$ cat config.mk
export PLATFORM = sky130hd
export DESIGN_NAME = regfile_write_arbiter_flat
export DESIGN_NICKNAME = d
export VERILOG_FILES = /design/src/rtl/regfile_write_arbiter_if.sv /design/src/rtl/regfile_write_arbiter.sv /design/src/flat_wrapper.sv
export SDC_FILE = /design/constraint.sdc
export NUM_CORES = 1
export LEC_CHECK = 0
export BUFFER_PORTS_ARGS = -buffer_cell sky130_fd_sc_hd__buf_2
export CAP_MARGIN = 20
export CELL_PAD_IN_SITES_DETAIL_PLACEMENT = 0
export CELL_PAD_IN_SITES_GLOBAL_PLACEMENT = 1
export CORE_AREA = 2 2 121 123
export CTS_CLUSTER_DIAMETER = 60
export CTS_CLUSTER_SIZE = 14
export DETAILED_ROUTE_END_ITERATION = 10
export DIE_AREA = 0 0 123 125
export PLACE_DENSITY_LB_ADDON = 0.1
export SETUP_SLACK_MARGIN = 0.1
export SLEW_MARGIN = 10
export SYNTH_ARGS = -nofsm -noshare
export SYNTH_HDL_FRONTEND = slang
export SYNTH_SLANG_ARGS = --single-unit
$ cat constraint.sdc
create_clock -name clk_i -period 1.5 [get_ports clk_i]
set_input_delay 0.3 -clock clk_i [delete_from_list [all_inputs] [get_ports clk_i]]
set_output_delay 0.3 -clock clk_i [all_outputs]
set_load 0.03 [all_outputs]
$ cat src/rtl/regfile_write_arbiter_if.sv
// Handshake and write-port bundle between the writeback requesters, the arbiter and the register file.
interface regfile_write_arbiter_if #(
   parameter int ADDR_W = 5,
   parameter int DATA_W = 32
);
   logic              alu_valid_i;
   logic              alu_ready_o;
   logic [ADDR_W-1:0] alu_add_i;
   logic [DATA_W-1:0] alu_dat_i;
   logic              mem_valid_i;
   logic              mem_ready_o;
   logic [ADDR_W-1:0] mem_add_i;
   logic [DATA_W-1:0] mem_dat_i;
   logic [ADDR_W-1:0] w_add_o;
   logic [DATA_W-1:0] w_dat_o;
   logic              write_en_o;
   logic              init_done_o;

   modport slave (
      input  alu_valid_i, alu_add_i, alu_dat_i,
      input  mem_valid_i, mem_add_i, mem_dat_i,
      output alu_ready_o, mem_ready_o,
      output w_add_o, w_dat_o, write_en_o, init_done_o
   );

   modport master (
      output alu_valid_i, alu_add_i, alu_dat_i,
      output mem_valid_i, mem_add_i, mem_dat_i,
      input  alu_ready_o, mem_ready_o,
      input  w_add_o, w_dat_o, write_en_o, init_done_o
   );
endinterface

$ cat src/rtl/regfile_write_arbiter.sv
// Single register-file write port: clears all writable registers after reset, then
// round-robins between ALU and load writebacks, each buffered in a one-entry slot.
//
//   state   | meaning
//   --------+-------------------------------------------------------------
//   ST_INIT | writing zero to registers 0..NUM_REGS-2, both ready low
//   ST_RUN  | accepting requests, arbitrating slots onto the write port
module regfile_write_arbiter #(
   parameter int ADDR_W   = 5,
   parameter int DATA_W   = 32,
   parameter int NUM_REGS = 32
) (
   input  logic                    clk_i,
   input  logic                    rst_n_i,
   regfile_write_arbiter_if.slave  bus
);
   typedef enum logic {ST_INIT, ST_RUN} state_t;

   localparam logic [ADDR_W-1:0] ZERO_REG = ADDR_W'(NUM_REGS - 1);
   localparam logic [ADDR_W-1:0] LAST_CLR = ADDR_W'(NUM_REGS - 2);

   state_t            r_state;
   logic [ADDR_W-1:0] r_cnt;
   logic              r_last_mem;
   logic              r_alu_full;
   logic [ADDR_W-1:0] r_alu_add;
   logic [DATA_W-1:0] r_alu_dat;
   logic              r_mem_full;
   logic [ADDR_W-1:0] r_mem_add;
   logic [DATA_W-1:0] r_mem_dat;
   logic [ADDR_W-1:0] r_w_add;
   logic [DATA_W-1:0] r_w_dat;
   logic              r_we;

   logic w_run;
   logic w_gnt_alu;
   logic w_gnt_mem;
   logic w_alu_ready;
   logic w_mem_ready;
   logic w_alu_take;
   logic w_mem_take;

   assign w_run       = (r_state == ST_RUN);
   // On a tie the requester that did not win last time is granted.
   assign w_gnt_alu   = r_alu_full && (!r_mem_full || r_last_mem);
   assign w_gnt_mem   = r_mem_full && (!r_alu_full || !r_last_mem);
   assign w_alu_ready = w_run && (!r_alu_full || w_gnt_alu);
   assign w_mem_ready = w_run && (!r_mem_full || w_gnt_mem);
   assign w_alu_take  = bus.alu_valid_i && w_alu_ready;
   assign w_mem_take  = bus.mem_valid_i && w_mem_ready;

   always_ff @(posedge clk_i or negedge rst_n_i) begin
      if (!rst_n_i) begin
         r_state    <= ST_INIT;
         r_cnt      <= '0;
         r_last_mem <= 1'b1;
         r_alu_full <= 1'b0;
         r_alu_add  <= '0;
         r_alu_dat  <= '0;
         r_mem_full <= 1'b0;
         r_mem_add  <= '0;
         r_mem_dat  <= '0;
         r_w_add    <= '0;
         r_w_dat    <= '0;
         r_we       <= 1'b0;
      end else if (r_state == ST_INIT) begin
         r_we    <= 1'b1;
         r_w_add <= r_cnt;
         r_w_dat <= '0;
         r_cnt   <= r_cnt + 1'b1;
         if (r_cnt == LAST_CLR) begin
            r_state <= ST_RUN;
         end
      end else begin
         // Writes to the hardwired-zero register are consumed but never reach the port.
         if (w_gnt_alu) begin
            r_we       <= (r_alu_add != ZERO_REG);
            r_last_mem <= 1'b0;
            if (r_alu_add != ZERO_REG) begin
               r_w_add <= r_alu_add;
               r_w_dat <= r_alu_dat;
            end
         end else if (w_gnt_mem) begin
            r_we       <= (r_mem_add != ZERO_REG);
            r_last_mem <= 1'b1;
            if (r_mem_add != ZERO_REG) begin
               r_w_add <= r_mem_add;
               r_w_dat <= r_mem_dat;
            end
         end else begin
            r_we <= 1'b0;
         end

         if (w_alu_take) begin
            r_alu_full <= 1'b1;
            r_alu_add  <= bus.alu_add_i;
            r_alu_dat  <= bus.alu_dat_i;
         end else if (w_gnt_alu) begin
            r_alu_full <= 1'b0;
         end

         if (w_mem_take) begin
            r_mem_full <= 1'b1;
            r_mem_add  <= bus.mem_add_i;
            r_mem_dat  <= bus.mem_dat_i;
         end else if (w_gnt_mem) begin
            r_mem_full <= 1'b0;
         end
      end
   end

   assign bus.alu_ready_o = w_alu_ready;
   assign bus.mem_ready_o = w_mem_ready;
   assign bus.w_add_o     = r_w_add;
   assign bus.w_dat_o     = r_w_dat;
   assign bus.write_en_o  = r_we;
   assign bus.init_done_o = w_run;
endmodule

$ cat src/flat_wrapper.sv
// flat-port wrapper written by rule: the top's interface ports become plain ports
module regfile_write_arbiter_flat 
#(
   parameter int ADDR_W   = 5,
   parameter int DATA_W   = 32,
   parameter int NUM_REGS = 32
)
  (clk_i, rst_n_i, bus_alu_valid_i, bus_alu_add_i, bus_alu_dat_i, bus_mem_valid_i, bus_mem_add_i, bus_mem_dat_i, bus_alu_ready_o, bus_mem_ready_o, bus_w_add_o, bus_w_dat_o, bus_write_en_o, bus_init_done_o);
  regfile_write_arbiter_if #(.ADDR_W(ADDR_W), .DATA_W(DATA_W)) bus_i ();
  input  logic clk_i;
  input  logic rst_n_i;
  input wire logic [$bits(bus_i.alu_valid_i)-1:0] bus_alu_valid_i;
  input wire logic [$bits(bus_i.alu_add_i)-1:0] bus_alu_add_i;
  input wire logic [$bits(bus_i.alu_dat_i)-1:0] bus_alu_dat_i;
  input wire logic [$bits(bus_i.mem_valid_i)-1:0] bus_mem_valid_i;
  input wire logic [$bits(bus_i.mem_add_i)-1:0] bus_mem_add_i;
  input wire logic [$bits(bus_i.mem_dat_i)-1:0] bus_mem_dat_i;
  output wire logic [$bits(bus_i.alu_ready_o)-1:0] bus_alu_ready_o;
  output wire logic [$bits(bus_i.mem_ready_o)-1:0] bus_mem_ready_o;
  output wire logic [$bits(bus_i.w_add_o)-1:0] bus_w_add_o;
  output wire logic [$bits(bus_i.w_dat_o)-1:0] bus_w_dat_o;
  output wire logic [$bits(bus_i.write_en_o)-1:0] bus_write_en_o;
  output wire logic [$bits(bus_i.init_done_o)-1:0] bus_init_done_o;
  assign bus_i.alu_valid_i = bus_alu_valid_i;
  assign bus_i.alu_add_i = bus_alu_add_i;
  assign bus_i.alu_dat_i = bus_alu_dat_i;
  assign bus_i.mem_valid_i = bus_mem_valid_i;
  assign bus_i.mem_add_i = bus_mem_add_i;
  assign bus_i.mem_dat_i = bus_mem_dat_i;
  assign bus_alu_ready_o = bus_i.alu_ready_o;
  assign bus_mem_ready_o = bus_i.mem_ready_o;
  assign bus_w_add_o = bus_i.w_add_o;
  assign bus_w_dat_o = bus_i.w_dat_o;
  assign bus_write_en_o = bus_i.write_en_o;
  assign bus_init_done_o = bus_i.init_done_o;
  regfile_write_arbiter #(.ADDR_W(ADDR_W), .DATA_W(DATA_W), .NUM_REGS(NUM_REGS)) u_core (.clk_i(clk_i), .rst_n_i(rst_n_i), .bus(bus_i));
endmodule
### After elaboration in Yosys (flattened, before gate mapping)

Index checks and enable logic that the tools add are counted.
Widths: inputs -> output; s select.

* output and inout bits: 41
* register bits: 121

* add/sub/neg operators: 1
* multiplexer cells: 21
* reductions and logical operators: 22
* eq/ne operators: 6

Operators with widths (count)
* $mux 32: 5
* $mux 5: 5
* $mux 1: 11
* $ne 5x5->1 const B: 2
* $reduce_and 2->1: 5
* $ne 3x3->1 const B: 3
* $logic_and 1x1->1: 6
* $reduce_bool 2->1: 3
* $add 5x1->5 const B: 1
* $eq 5x5->1 const B: 1
* $logic_or 1x1->1: 4
* $logic_not 1->1: 3
* $reduce_and 3->1: 1

### Depth between registers and ports, before layout

Gate-level depths: netlist of run 1.

* depth in word-level cells: 8
* mapped depth: 7

### Worst setup path before layout of run 1

Ideal clock, no wire load.

* path type: reg-to-reg
* start point: register u_core.r_state (netlist: u_core.bus.init_done_o)
* end point: register u_core.r_mem_dat[17]
* stages on the path, launching flop included: 7
* arrival time: 1.899 ns
* setup slack: -0.526 ns
* setup time: 0.128 ns
* cell sequence: dfrtp_1 > buf_4 > inv_2 > a31oi_2 > nand2_2 > buf_2 > mux2_1

* cells in the longest elaborated chain, start to end: 3

Ends and longest elaborated chain
* from (decl): RTL line regfile_write_arbiter.sv:22 `state_t r_state;`
* from (signal assigned): RTL line regfile_write_arbiter.sv:54 `r_state <= ST_INIT;`
* from (signal assigned): RTL line regfile_write_arbiter.sv:72 `r_state <= ST_RUN;`
* $logic_and 1x1->1: RTL line regfile_write_arbiter.sv:48 `assign w_mem_ready = w_run && (!r_mem_full || w_gnt_mem);`
* net bus_mem_ready_o: RTL line flat_wrapper.sv:19 `output wire logic [$bits(bus_i.mem_ready_o)-1:0] bus_mem_ready_o;`
* $logic_and 1x1->1: RTL line regfile_write_arbiter.sv:50 `assign w_mem_take = bus.mem_valid_i && w_mem_ready;`
* $reduce_and 2->1 (no line)
* to (signal assigned): RTL line regfile_write_arbiter.sv:105 `r_mem_dat <= bus.mem_dat_i;`
* to (decl): RTL line regfile_write_arbiter.sv:30 `logic [DATA_W-1:0] r_mem_dat;`

The timed path passes the listed nets, and every way through them passes these cells.
A chain may end at the register's enable or synchronous reset.

### Worst setup path after layout of run 1

* start point: register u_core.r_last_mem
* end point: output port bus_alu_ready_o

* cells in the longest elaborated chain, start to end: 4

Ends and longest elaborated chain
* from (decl): RTL line regfile_write_arbiter.sv:24 `logic r_last_mem;`
* from (signal assigned): RTL line regfile_write_arbiter.sv:56 `r_last_mem <= 1'b1;`
* from (signal assigned): RTL line regfile_write_arbiter.sv:78 `r_last_mem <= 1'b0;`
* from (signal assigned): RTL line regfile_write_arbiter.sv:85 `r_last_mem <= 1'b1;`
* $logic_or 1x1->1: RTL line regfile_write_arbiter.sv:45 `assign w_gnt_alu = r_alu_full && (!r_mem_full || r_last_mem);`
* $logic_and 1x1->1: RTL line regfile_write_arbiter.sv:45
* $logic_or 1x1->1: RTL line regfile_write_arbiter.sv:47 `assign w_alu_ready = w_run && (!r_alu_full || w_gnt_alu);`
* $logic_and 1x1->1: RTL line regfile_write_arbiter.sv:47
* to (decl): RTL line flat_wrapper.sv:18 `output wire logic [$bits(bus_i.alu_ready_o)-1:0] bus_alu_ready_o;`

Every way passes these cells.

==> flow_metrics.tcl, run 1 <==
set metrics [dict create \
    hold_path.startpoint "bus_alu_dat_i[25]" \
    clock_latency_ns 0.42 \
    timing.fmax_mhz 558 \
    initial_antenna_violation_count 0 \
    rrSetupSlack_ns -0.29 \
    pin_count 119 \
    avgViaCountPerCell 5.08 \
    nNetsFinal 675 \
    overflow 0 \
    pre_cts_ws_ns -0.168 \
    synth_top_family_by_area "multiplexers" \
    ir_drop_mv 1.12 \
    clk_pin_slew_ns 0.06 \
    rr_startpoint "u_core.r_last_mem" \
    timing.max_slew.rel_slack_pct 76.3 \
    synth_simple_gate_area_share_pct 5.05 \
    synth_xor_area_share_pct 0.654 \
    post-dp-hpwl_um 8920 \
    slew_of_the_pin_with_the_lowest_slew_margin_ns 0.356 \
    worstReg2RegEnd "u_core.r_alu_dat[7]" \
    synth-seq-area-share_pct 56.6 \
    post_synth_inst_count 421 \
    complex_gate_fraction_of_the_synthesized_area_pct 8.88 \
    ctsHtreeMaxLevel 4 \
    p_seq_share_pct 30.0 \
    power.leakage_nw 3.78 \
    clock_sinks 121 \
    synth.top_cells.by_area "dfrtp_1 (56%), mux2_2 (19%), mux2_4 (4.5%)" \
    path_type_of_the_worst_min_delay_path "in2reg" \
    synth.yosys.warnings 0 \
    yosys_register_bits 121 \
    cp_data_required_time_ns 1.20 \
    area_growth_syn_to_layout_pct 47.7 \
    detail_route.first_pass.iterations 4 \
    synth_largest_type_area_fraction_pct 56.1 \
    die_width_um 123 \
    synth-edff-count 0 \
    synthArstFlopShare_pct 100 \
    first_pass_grt_wire_length_um 24400 \
    yosys.area_share.adder_pct 0.467 \
    combPwrFrac_pct 43.9 \
    sw_frac_of_total_pct 33.5 \
    cellInternalPower_w 0.0112 \
    r2r.worst_path.cells 7 \
    first_global_vias 4309 \
    max_cap_violations 0 \
    grt_start_max_net_pins 63 \
    synth_top_area_cell "dfrtp_1" \
    die_height_um 125 \
    yosysUniqueCellTypes 34 \
    worst-path-max-fanout 2 \
    dominantRegCellSynth "dfrtp_1" \
    detailedRoute.firstIterationViolations 222 \
    n_fill_cell 1218 \
    multi_input_comb_area_mm2 0.00236 \
    ant_nets 0 \
    net_count_of_the_mapped_netlist 501 \
    clock_power_share_pct 26.1 \
    timing_max_transition_violations_final 0 \
    portBuffers 118 \
    crit_path_end_kind "primary output" \
    grt_setup_unrepaired "yes" \
    syn_area_per_cell_um2 12.7 \
    global_route_usage_over_all_layers_pct 21.4 \
    setup_violations 114 \
    seqCellArea_mm2 0.00303 \
    post-synth-top-count-cell "dfrtp_1" \
    critPathArrivalTime_ns 1.49 \
    total_switching_power_w 0.00564 \
    yosys-mux-area-fraction_pct 24.4 \
    placement_rows 44 \
    criticalPathCategory "reg2out" \
    finalHoldViolations 0 \
    antenna-diode-count 0 \
    total_power_w 0.0168 \
    post-route-drc-count 0 \
    globalplace.congestion 0.745 \
    post_synth_most_frequent_cells "dfrtp_1 (120), mux2_2 (88), a21oi_1 (36)" \
    min_to "u_core.r_alu_dat[25]" \
    cts_root_buffer "clkbuf_16" \
    skew_ns 0.00628 \
    power_per_cell_area_mw_per_mm2 2130 \
    crit_path_start_kind "register" \
    numCtsBuffers 17 \
    design.core.area_mm2 0.0142 \
    finalCritPeriodShare_pct 119 \
    post_syn_area_mm2 0.00536 \
    drive_gt1_share_pct 55.8 \
    routed_wire_length_per_instance_um 19.3 \
    fin_hold_ws_ns 0.106 \
    cts_tree "done" \
    outcome "complete, but fails checks" \
    vias 4027 \
    starting_density_pct 37.7 \
    violations "negative setup slack" \
    worst_setup_slack_final_ns -0.291 \
    drt_wl_total_um 15300 \
    final.min_clock_period_ns 1.79 \
    clockBufferDepth 2 \
    die-area_mm2 0.0154 \
    hold_path_depth 2 \
]
-- power by group through the flow --
stage | Combinational (W) | Clock (W) | Sequential [W]
after global routing | 0.00787 | 0.00465 | 0.00519
after global placement | 0.00587 | 0 | 0.00507
final | 0.00738 | 0.00440 | 0.00505
after CTS | 0.00724 | 0.00449 | 0.00506
after floorplan | 0.00315 | 0 | 0.00594
after detailed placement | 0.00597 | 0 | 0.00508
-- routing by layer --
metal	GRT usage (%)	part of all wire [%]	vias up
met5	0	0	-
met4	5.88	1.4	0
met3	5.89	5.1	19
met2	33.9	48	120
met1	28.8	46	2026
li1	-	-	1862
-- how the worst max path moves through the flow --
stage / start / slack, ns / endpoint / depth (start not counted)
after floorplan: u_core.bus.init_done_o / -0.19 / u_core.r_mem_dat[17] / 6
after global placement: u_core.r_last_mem / -0.14 / u_core.bus.w_add_o[1] / 5
after detailed placement: u_core.r_last_mem / -0.17 / u_core.bus.w_dat_o[24] / 5
after CTS: u_core.r_last_mem / -0.30 / bus_alu_ready_o / 5
after global routing: u_core.r_last_mem / -0.35 / u_core.r_alu_dat[24] / 7
final: u_core.r_last_mem / -0.29 / bus_alu_ready_o / 5
-- metrics by stage --
| stage | setup TNS (ns) | util, % | instances | area (um2) |
|---|---|---|---|---|
| global placement | -6.38 | 45.8 | 731 | 6500 |
| CTS | -18.87 | 55.2 | 789 | 7840 |
| global route | -25.19 | 55.7 | 792 | 7910 |
| floorplan | -13.48 | - | 421 | 5440 |
| detailed placement | -7.30 | 45.8 | 731 | 6500 |
| finish | -19.46 | 55.7 | 792 | 7910 |
-- critical path, cell delays in order, from the launching register on --
cell and delay (ns):
dfstp_2 0.54, buf_6 0.11, inv_4 0.03, a31oi_4 0.15, buf_6 0.12, buf_6 0.11
-- registers in the layout, indices dropped and copies added (netlist names) --
register                flops
u_core.r_alu_dat           32
u_core.r_cnt                5
u_core.r_mem_full           1
u_core.bus.w_add_o          5
u_core.r_alu_full           1
u_core.r_last_mem           1
u_core.r_mem_add            5
u_core.bus.write_en_o       1
u_core.bus.init_done_o      1
u_core.r_alu_add            5
u_core.r_mem_dat           32
u_core.bus.w_dat_o         32
-- cell type report --
class / instances / share of cell area [%]
sequential: 121 / 38.3
multi-input combinational: 260 / 29.8
timing repair buffer: 188 / 20.5
clock buffer: 19 / 5.47
tap: 184 / 2.91
clock inverter: 13 / 2.55
inverter: 7 / 0.427
-- placed cells by master (no fill, tap or decap), drive strengths merged, types with 4 or more instances in the layout --
cell type  Yosys  final
buf           24    181
dfrtp        120    120
mux2         108    108
o21ai         38     38
a21oi         36     36
nand3         35     35
clkbuf         9     19
nand2         11     11
inv            7      7
bufbuf         0      6
bufinv         0      5
clkinv         0      5
a31oi          5      5
nor2           4      4
xnor2          4      4
-- logic make-up (layout without fill, tap and decap cells) --
kind of cell,after synthesis,after routing
flip-flops,121,121
buffers and inverters,40,227
AO/OA/AOI/OAI,87,87
adder cells (fa/ha/maj),2,2
XOR/XNOR,4,4
multiplexers,111,111
AND/OR/NAND/NOR,56,56
-- timing repair --
action / in CTS / in global routing
endpoints found under the setup margin: 114 / 117
resized for setup: 67 / 15
gates cloned: 10 / 0
buffers inserted: 15 / 3
hold buffers: 1 / 0
pin swaps: 5 / 2
endpoints found under the hold margin: 120 / 0
(Power assumes the default switching activity.)
==> run 2, diff against run 1 <==
--- a/config.mk
+++ b/config.mk
@@ -5,6 +5,7 @@
 export SDC_FILE = /design/constraint.sdc
 export NUM_CORES = 1
 export LEC_CHECK = 0
+export ABC_CLOCK_PERIOD_IN_PS = 1500
 export BUFFER_PORTS_ARGS = -buffer_cell sky130_fd_sc_hd__buf_2
 export CAP_MARGIN = 20
 export CELL_PAD_IN_SITES_DETAIL_PLACEMENT = 0
@@ -15,6 +16,7 @@
 export DETAILED_ROUTE_END_ITERATION = 10
 export DIE_AREA = 0 0 123 125
 export PLACE_DENSITY_LB_ADDON = 0.1
+export RECOVER_POWER = 100
 export SETUP_SLACK_MARGIN = 0.1
 export SLEW_MARGIN = 10
 export SYNTH_ARGS = -nofsm -noshare
==> constraint.sdc (replaced) <==
create_clock -name clk_i -period 1.5 [get_ports clk_i]
set_input_delay 0.3 -clock clk_i [delete_from_list [all_inputs] [get_ports clk_i]]
set_output_delay 0.3 -clock clk_i [all_outputs]
set_load 0.1 [all_outputs]
==> run 2 against run 1 <==
- the flow still finishes with violations (negative setup slack)
- register-to-register slack barely moved
- flip-flop and latch count stayed put
- total power up 17%
- largest cell class unchanged
- largest power group unchanged
==> flow_metrics.tcl, run 2 (synthesized netlist as in run 1, its figures left out) <==
set metrics [dict create \
    design.core.area_mm2 0.0142 \
    slew_of_the_pin_with_the_lowest_slew_margin_ns 0.634 \
    area_growth_syn_to_layout_pct 47.5 \
    critPathArrivalTime_ns 1.54 \
    initial_antenna_violation_count 0 \
    crit_path_start_kind "register" \
    numCtsBuffers 17 \
    power_per_cell_area_mw_per_mm2 2500 \
    die-area_mm2 0.0154 \
    overflow 0 \
    finalCritPeriodShare_pct 122 \
    pre_cts_ws_ns -0.179 \
    total_switching_power_w 0.00857 \
    post-dp-hpwl_um 9230 \
    post-route-drc-count 0 \
    worst-path-max-fanout 2 \
    outcome "complete, but fails checks" \
    sw_frac_of_total_pct 43.3 \
    avgViaCountPerCell 5.09 \
    rrSetupSlack_ns -0.29 \
    grt_setup_unrepaired "yes" \
    drive_gt1_share_pct 56.2 \
    violations "negative setup slack" \
    skew_ns 0.00913 \
    globalplace.congestion 0.773 \
    detailedRoute.firstIterationViolations 300 \
    grt_start_max_net_pins 39 \
    ctsHtreeMaxLevel 4 \
    die_width_um 123 \
    cts_tree "done" \
    global_route_usage_over_all_layers_pct 19.7 \
    vias 3998 \
    routed_wire_length_per_instance_um 18.3 \
    clock_latency_ns 0.41 \
    finalCoreUtilization_pct 55.6 \
    cts_root_buffer "clkbuf_16" \
    rr_startpoint "u_core.r_last_mem" \
    nNetsFinal 668 \
    power.leakage_nw 3.75 \
    fin_hold_ws_ns 0.116 \
    cellInternalPower_w 0.0112 \
    pin_count 119 \
    setup.worst_path.start "u_core.r_last_mem" \
    starting_density_pct 37.7 \
    finalHoldViolations 0 \
    ir_drop_mv 1.60 \
    die_height_um 125 \
    clock_sinks 121 \
    path_type_of_the_worst_min_delay_path "in2reg" \
    crit_path_to "bus_alu_ready_o" \
    worst_setup_slack_final_ns -0.336 \
    timing_max_transition_violations_final 0 \
    first_pass_grt_wire_length_um 22800 \
    r2r.worst_path.cells 8 \
    p_seq_share_pct 26.1 \
    clk_pin_slew_ns 0.06 \
    timing.max_slew.rel_slack_pct 57.8 \
    criticalPathCategory "reg2out" \
    n_fill_cell 1221 \
    detail_route.first_pass.iterations 4 \
    portBuffers 118 \
    crit_path_end_kind "primary output" \
    combPwrFrac_pct 53.8 \
    max_cap_violations 0 \
    final_common_cell "dfrtp_1" \
    setup_tns_ns -18.92 \
    cp_data_required_time_ns 1.20 \
    ant_nets 0 \
    commonest_non_fill_non_tap_cells_in_the_layout "dfrtp_1 (118), buf_2 (76), mux2_4 (71)" \
    setup_violations 114 \
    first_global_vias 4244 \
    timing.fmax_mhz 545 \
    worstReg2RegEnd "u_core.bus.w_dat_o[31]" \
    clockBufferDepth 2 \
    antenna-diode-count 0 \
    placement_rows 44 \
    clock_power_share_pct 20.1 \
    final.min_clock_period_ns 1.84 \
    drt_wl_total_um 14300 \
]
-- run 2: power groups by stage --
stage | Clock, W | Sequential, W | Combinational (W)
after floorplan | 0 | 0.00869 | 0.00353
after global placement | 0 | 0.00508 | 0.00913
after detailed placement | 0 | 0.00507 | 0.00925
after CTS | 0.00406 | 0.00511 | 0.0105
after global routing | 0.00421 | 0.00527 | 0.0112
final | 0.00398 | 0.00516 | 0.0106
-- run 2: final cells by class --
type | instances | area (um2) | share of cell area [%]
clock buffer | 25 | 526 | 6.65
clock inverter | 7 | 62.6 | 0.792
inverter | 7 | 33.8 | 0.428
multi-input combinational | 260 | 2420 | 30.6
sequential | 121 | 3030 | 38.4
tap | 184 | 230 | 2.92
timing repair buffer | 181 | 1590 | 20.2
-- run 2: timing repair --
action,4_1_cts,5_1_grt
hold buffers,1,0
endpoints found under the hold margin,20,0
resized for setup,112,35
gates cloned,3,0
buffers inserted,15,3
pin swaps,3,4
endpoints found under the setup margin,151,136
-- run 2: worst max-delay path, cell delays in order, from the launching register on --
cell and delay, ns:
dfstp_2 0.55, buf_6 0.12, inv_4 0.03, a31oi_4 0.15, buf_6 0.13, buf_12 0.16
-- run 2: how the worst min path moves through the flow --
| stage | cells after the start | slack (ns) | start | end |
|---|---|---|---|---|
| 2_1_floorplan | 0 | 0.004 | rst_n_i | u_core.bus.w_add_o[0] |
| 3_3_place_gp | 1 | 0.24 | rst_n_i | u_core.bus.write_en_o |
| 3_5_place_dp | 1 | 0.24 | rst_n_i | u_core.bus.write_en_o |
| 4_1_cts | 2 | 0.1 | bus_mem_dat_i[20] | u_core.r_mem_dat[20] |
| 5_1_grt | 2 | 0.10 | bus_alu_dat_i[22] | u_core.r_alu_dat[22] |
| 6_report | 2 | 0.12 | bus_mem_dat_i[20] | u_core.r_mem_dat[20] |
-- run 2: stage by stage --
step	std cells	total power (W)	instance area, um2
final	785	0.0198	7900
after global routing	785	0.0207	7900
after CTS	784	0.0196	7820
after floorplan	421	0.0122	5510
after global placement	733	0.0142	6620
after detailed placement	733	0.0143	6620
-- run 2: layer usage --
| layer | track usage (%) | share of wire [%] |
|---|---|---|
| met1 | 27.0 | 46 |
| met2 | 30.5 | 48 |
| met3 | 4.93 | 4.8 |
| met4 | 6.28 | 1.0 |
| met5 | 0 | 0 |
